[src/rtl/instruction_fetch_unit_if.sv]
// Instruction-cache read bus between the fetch unit (master) and the cache (slave).
// The cache answers imem_read combinationally on imem_busywait and imem_readdata.
interface instruction_fetch_unit_if;
    logic        imem_read;
    logic [31:0] imem_address;
    logic [31:0] imem_readdata;
    logic        imem_busywait;

    modport master (
        output imem_read,
        output imem_address,
        input  imem_readdata,
        input  imem_busywait
    );

    modport slave (
        input  imem_read,
        input  imem_address,
        output imem_readdata,
        output imem_busywait
    );
endinterface

[src/rtl/instruction_fetch_unit.sv]
// IF stage: owns the PC, issues instruction-cache reads, feeds the IF/ID register.
// state    | meaning
// FETCH    | request open at pc_reg; cache data passed straight through
// HOLD     | word fetched during a stall, replayed from buffer until stall drops
// REDIRECT | branch arrived mid-miss; finish the old request, then jump to pending
module instruction_fetch_unit #(
    parameter logic [31:0] RESET_PC       = 32'h0000_0000,
    parameter int unsigned TIMEOUT_CYCLES = 255
) (
    input  logic                            clk,
    input  logic                            reset,
    input  logic                            stall,
    input  logic                            branch_jump_signal,
    input  logic [31:0]                     branch_target,
    instruction_fetch_unit_if.master        imem,
    output logic [31:0]                     pc_out,
    output logic [31:0]                     pc_4_out,
    output logic [31:0]                     instruction_out,
    output logic                            fetch_busywait,
    output logic                            fetch_error
);

    typedef enum logic [1:0] {FETCH, HOLD, REDIRECT} state_t;

    localparam logic [15:0] TIMEOUT_MAX = 16'(TIMEOUT_CYCLES);

    state_t      state, state_n;
    logic [31:0] pc_reg, pc_n;
    logic [31:0] pending, pending_n;
    logic [31:0] buffer, buffer_n;
    logic        buf_valid, buf_valid_n;
    logic [15:0] timeout_cnt, timeout_cnt_n;
    logic        fetch_error_n;
    logic [31:0] target;
    logic        completion;
    logic        busy_cycle;
    logic        redirect_to_fetch;

    assign target     = {branch_target[31:2], 2'b00};
    assign pc_out     = pc_reg;
    assign pc_4_out   = pc_reg + 32'd4;
    assign completion = imem.imem_read & ~imem.imem_busywait;
    assign busy_cycle = imem.imem_read & imem.imem_busywait;

    always_comb begin
        imem.imem_read    = 1'b0;
        imem.imem_address = pc_reg;
        instruction_out   = '0;
        fetch_busywait    = 1'b1;
        case (state)
            FETCH: begin
                imem.imem_read  = ~reset;
                instruction_out = imem.imem_readdata;
                fetch_busywait  = imem.imem_busywait;
            end
            HOLD: begin
                instruction_out = buffer;
                fetch_busywait  = ~buf_valid;
            end
            REDIRECT: begin
                imem.imem_read = ~reset;
            end
            default: ;
        endcase
    end

    always_comb begin
        state_n           = state;
        pc_n              = pc_reg;
        pending_n         = pending;
        buffer_n          = buffer;
        buf_valid_n       = buf_valid;
        redirect_to_fetch = 1'b0;
        if (branch_jump_signal) begin
            if (state == FETCH && imem.imem_busywait) begin
                pending_n = target;
                state_n   = REDIRECT;
            end else if (state == REDIRECT && !completion) begin
                pending_n = target;
            end else begin
                // Includes REDIRECT finishing this cycle: the newest target wins outright.
                pc_n              = target;
                buf_valid_n       = 1'b0;
                state_n           = FETCH;
                redirect_to_fetch = 1'b1;
            end
        end else begin
            case (state)
                FETCH: begin
                    if (completion && !stall) begin
                        pc_n = pc_reg + 32'd4;
                    end else if (completion) begin
                        buffer_n    = imem.imem_readdata;
                        buf_valid_n = 1'b1;
                        state_n     = HOLD;
                    end
                end
                HOLD: begin
                    if (!stall) begin
                        pc_n        = pc_reg + 32'd4;
                        buf_valid_n = 1'b0;
                        state_n     = FETCH;
                    end
                end
                REDIRECT: begin
                    if (completion) begin
                        pc_n    = pending;
                        state_n = FETCH;
                    end
                end
                default: state_n = FETCH;
            endcase
        end
    end

    always_comb begin
        timeout_cnt_n = timeout_cnt;
        if (completion || redirect_to_fetch) begin
            timeout_cnt_n = '0;
        end else if (busy_cycle && timeout_cnt != TIMEOUT_MAX) begin
            timeout_cnt_n = timeout_cnt + 16'd1;
        end
        fetch_error_n = fetch_error | (timeout_cnt_n == TIMEOUT_MAX);
    end

    always_ff @(posedge clk) begin
        if (reset) begin
            state       <= FETCH;
            pc_reg      <= RESET_PC;
            pending     <= RESET_PC;
            buffer      <= '0;
            buf_valid   <= 1'b0;
            timeout_cnt <= '0;
            fetch_error <= 1'b0;
        end else begin
            state       <= state_n;
            pc_reg      <= pc_n;
            pending     <= pending_n;
            buffer      <= buffer_n;
            buf_valid   <= buf_valid_n;
            timeout_cnt <= timeout_cnt_n;
            fetch_error <= fetch_error_n;
        end
    end

endmodule

[src/flat_wrapper.sv]
// flat-port wrapper written by rule: the top's interface ports become plain ports
module instruction_fetch_unit_flat 
#(
    parameter logic [31:0] RESET_PC       = 32'h0000_0000,
    parameter int unsigned TIMEOUT_CYCLES = 255
)
  (clk, reset, stall, branch_jump_signal, branch_target, pc_out, pc_4_out, instruction_out, fetch_busywait, fetch_error, imem_imem_read, imem_imem_address, imem_imem_readdata, imem_imem_busywait);
  instruction_fetch_unit_if imem_i ();
  input  logic clk;
  input  logic reset;
  input  logic stall;
  input  logic branch_jump_signal;
  input  logic [31:0] branch_target;
  output logic [31:0] pc_out;
  output logic [31:0] pc_4_out;
  output logic [31:0] instruction_out;
  output logic fetch_busywait;
  output logic fetch_error;
  output wire logic [$bits(imem_i.imem_read)-1:0] imem_imem_read;
  output wire logic [$bits(imem_i.imem_address)-1:0] imem_imem_address;
  input wire logic [$bits(imem_i.imem_readdata)-1:0] imem_imem_readdata;
  input wire logic [$bits(imem_i.imem_busywait)-1:0] imem_imem_busywait;
  assign imem_imem_read = imem_i.imem_read;
  assign imem_imem_address = imem_i.imem_address;
  assign imem_i.imem_readdata = imem_imem_readdata;
  assign imem_i.imem_busywait = imem_imem_busywait;
  instruction_fetch_unit #(.RESET_PC(RESET_PC), .TIMEOUT_CYCLES(TIMEOUT_CYCLES)) u_core (.clk(clk), .reset(reset), .stall(stall), .branch_jump_signal(branch_jump_signal), .branch_target(branch_target), .imem(imem_i), .pc_out(pc_out), .pc_4_out(pc_4_out), .instruction_out(instruction_out), .fetch_busywait(fetch_busywait), .fetch_error(fetch_error));
endmodule
[config.mk]
export PLATFORM = sky130hd
export DESIGN_NAME = instruction_fetch_unit_flat
export DESIGN_NICKNAME = d
export VERILOG_FILES = /design/src/rtl/instruction_fetch_unit_if.sv /design/src/rtl/instruction_fetch_unit.sv /design/src/flat_wrapper.sv
export SDC_FILE = /design/constraint.sdc
export NUM_CORES = 1
export LEC_CHECK = 0
export ABC_AREA = 1
export BUFFER_PORTS_ARGS = -buffer_cell sky130_fd_sc_hd__buf_2
export CAP_MARGIN = 20
export CORE_MARGIN = 1.5
export CORE_UTILIZATION = 37
export CTS_BUF_LIST = sky130_fd_sc_hd__clkbuf_16
export CTS_CLUSTER_DIAMETER = 80
export DETAILED_ROUTE_END_ITERATION = 7
export GPL_TIMING_DRIVEN = 0
export PLACE_DENSITY = 0.64
export SKIP_CTS_REPAIR_TIMING = 1
export SLEW_MARGIN = 40
export SYNTH_ARGS = -nofsm -noshare
export SYNTH_HDL_FRONTEND = slang
export SYNTH_SLANG_ARGS = --single-unit
[constraint.sdc]
create_clock -name clk -period 2.4 [get_ports clk]
set_clock_uncertainty 0.2 [all_clocks]
set_input_delay 0.36 -clock clk [delete_from_list [all_inputs] [get_ports clk]]
set_output_delay 0.36 -clock clk [all_outputs]
set_load 0.02 [all_outputs]
==> results.py <==
metrics = {
    "setup_path": {
        "crit_type": "flop to output port",
        "cp_data_arrival_time_ns": 1.94,
        "r2r-start": "u_core.state[1]",
        "reg2regPathDepth": 9,
        "r2r_slack_ns": 0.22,
        "crit_required_ns": 1.84,
        "reg2reg_to": "u_core.pending[4]",
        "cp_max_fo": 5,
        "crit_path_start_kind": "flop",
        "crit_start": "u_core.imem.imem_address[10]",
        "crit_path_end_kind": "output port",
    },
    "clock_tree": {
        "clock_latency_ns": 0.36,
        "cts_tree": "done",
        "clk_pin_slew_ns": 0.08,
        "numCtsBuffers": 9,
        "clockRootBuffer": "clkbuf_16",
        "clock_path_buffers": 2,
        "h-tree-depth": 3,
        "clkSinkCount": 112,
    },
    "final_layout": {
        "n_antenna_cell": 0,
        "fin_cells": 1396,
        "area_delta_synth_final_pct": 33.18,
        "final_cell_mix": "195 x buf_2, 155 x nand2_1, 155 x nor2_1",
        "nets": 1242,
        "layout-drive-gt1-share": 0.3367,
        "layout_commonest_cell": "buf_2",
        "fin_util": 0.5097,
    },
    "timing": {
        "hold_viol_final": 0,
        "period_share": 1.042,
        "slew_viol_final": 0,
        "period_needed_ns": 2.502,
        "max_freq_mhz": 399.8,
        "tns_ns": -0.6146,
        "relSlewSlack": 0.5643,
        "tightest_slew_ns": 0.6535,
        "setup_ws_ns": -0.1016,
        "setup_viol": 11,
        "rsz0062_at_grt": "true",
    },
    "min_path": {
        "hold_path.class": "input port to flop",
        "holdPathStages": 3,
        "hold_start": "imem_imem_readdata[19]",
        "holdPathEnd": "u_core.buffer[19]",
    },
    "global_route": {
        "grt_pass1_wl_um": 33470,
        "grt_pass1_vias": 6360,
        "grt_usage": 0.2339,
        "antenna_found_initial": 1,
        "grt-ovfl-total": 0,
        "grt_max_degree": 21,
    },
    "power_and_ir_drop": {
        "power_switching_share": 0.3628,
        "p_clk_frac": 0.292,
        "p_comb_frac": 0.292,
        "p_total_uw": 5203,
        "power.leakage_uw": 0.003949,
        "switchingPower_uw": 1888,
        "seq_power_share": 0.416,
        "power.density_nw_per_um2": 611.3,
        "vdd.ir_drop.worst_mv": 0.4203,
        "p_int_uw": 3316,
    },
    "drt": {
        "vias_per_cell": 5.054,
        "dr.pass1.iters": 5,
        "drtIter0Drc": 500,
        "via_count": 7055,
        "wire_per_inst_um": 15.59,
        "finalWirelength_um": 21770,
        "drtAntennaViolNets": 0,
        "remaining_drc_errors": 0,
    },
    "placement": {
        "numPortBuffers": 190,
        "dp.cells": 1360,
        "hpwl_um": 16120,
        "gp_congestion": 0.9417,
    },
    "floorplan": {
        "chipHeight_um": 134.4,
        "die_area_um2": 18070,
        "io_pins": 200,
        "die_x_um": 134.4,
        "rows": 47,
        "start_util": 0.3827,
        "core_um2": 16700,
    },
    "synthesis": {
        "synthArstFlopShare": 0,
        "synth.largest_area_cell": "dfxtp_1",
        "ys_warn_count": 0,
        "synth_area_um2": 6391,
        "ys_ff_latch": 112,
        "synth_seq_area_share": 0.3508,
        "synth_top_area_share": 0.3508,
        "syn_inst": 945,
        "synthTopCellsByArea": "dfxtp_1 35%, nor2_1 9.9%, nand2_1 9.7%, o21ai_0 6.4%, a22o_1 4.4%",
        "syn-mean-instance-area_um2": 6.763,
        "synth_cell_types": 40,
        "ys.flop_type": "dfxtp_1",
        "synth_edf_count": 0,
    },
    "run": {
        "cap_violations": 0,
    },
    "run_status": {
        "failed_checks": "negative setup slack",
        "status": "finished, violations left",
    },
}
==> flip-flops by register name, indices dropped and copies added, names as in the netlist <==
signal	flops
u_core.timeout_cnt	16
u_core.fetch_error	1
u_core.buffer	32
u_core.state	2
u_core.pending	30
u_core.imem.imem_address	30
u_core.buf_valid	1
==> worst max-delay path, stage by stage (launching register included) <==
cell and delay (ns):
dfxtp_4 0.38, nand2_2 0.10, nor3_4 0.22, nand2_2 0.09
nor2_4 0.16, nand2_2 0.12, nor2_4 0.13, xor2_2 0.21
buf_6 0.15
==> Yosys cell counts, drive strengths merged, types with 2 or more instances <==
| cell type | number |
|---|---|
| a221oi | 2 |
| o211ai | 9 |
| nor3 | 11 |
| a31oi | 4 |
| dfxtp | 112 |
| xor2 | 19 |
| clkinv | 2 |
| nand4 | 11 |
| xnor2 | 12 |
| a21oi | 52 |
| o21ai | 112 |
| ha | 2 |
| inv | 76 |
| clkbuf | 26 |
| o22ai | 5 |
| nor2 | 172 |
| a22o | 32 |
| nand3 | 50 |
| nand2 | 171 |
| buf | 59 |
==> cells by family (layout without fill, tap and decap cells) <==
| family | after synthesis | count (layout) | synth area share |
|---|---|---|---|
| xor gates and xnor gates | 31 | 31 | 0.04248 |
| AOI/OAI and AO/OA | 219 | 219 | 0.2003 |
| adders and majority gates | 2 | 2 | 0.003915 |
| other | 1 | 6 | 0.0005868 |
| buffers and inverters | 163 | 389 | 0.1259 |
| DFF | 112 | 112 | 0.3508 |
| and+or+nand+nor | 417 | 417 | 0.2760 |
==> routing by layer <==
layer / wire length [um] / global-route usage / vias up
li1: - / - / 3517
met1: 9749 / 0.3215 / 3284
met2: 10140 / 0.3738 / 228
met3: 1522 / 0.04157 / 24
met4: 337 / 0.07049 / 2
met5: 13 / 0 / -
==> worst max-delay path by stage <==
stage	endpoint	slack, ns	depth (start not counted)
floorplan	u_core.imem.imem_address[26]	0.05	11
global placement	pc_4_out[30]	-0.27	8
detailed placement	pc_4_out[26]	-0.30	8
CTS	pc_4_out[26]	-0.71	8
global route	pc_4_out[23]	-0.18	8
finish	pc_4_out[29]	-0.10	8
==> power by group through the flow <==
stage	Combinational, uW	Clock, uW	Sequential [uW]
2_1_floorplan	867	0	2210
3_3_place_gp	1390	0	2180
3_5_place_dp	1400	0	2180
4_1_cts	1410	1530	2140
5_1_grt	1640	1610	2180
6_report	1520	1520	2160
==> area by class of cell <==
cell class	count	area, um2
buffer	85	516.7
clock buffer	9	225.2
clock inverter	7	60.06
fill	1749	8189
inverter	78	297.8
multi-input combinational	675	3677
sequential	112	2323
tap	220	275.3
timing repair buffer	210	1136
==> metrics by stage <==
step,worst slack (ns),cell area [um2],hold WS [ns]
floorplan,0.04907,6410,0.2245
global placement,-0.2738,7636,0.2362
detailed placement,-0.3007,7636,0.2411
CTS,-0.7076,7921,0.02573
global route,-0.1811,8512,0.02447
finish,-0.1016,8512,0.03119
(Power assumes the default switching activity.)
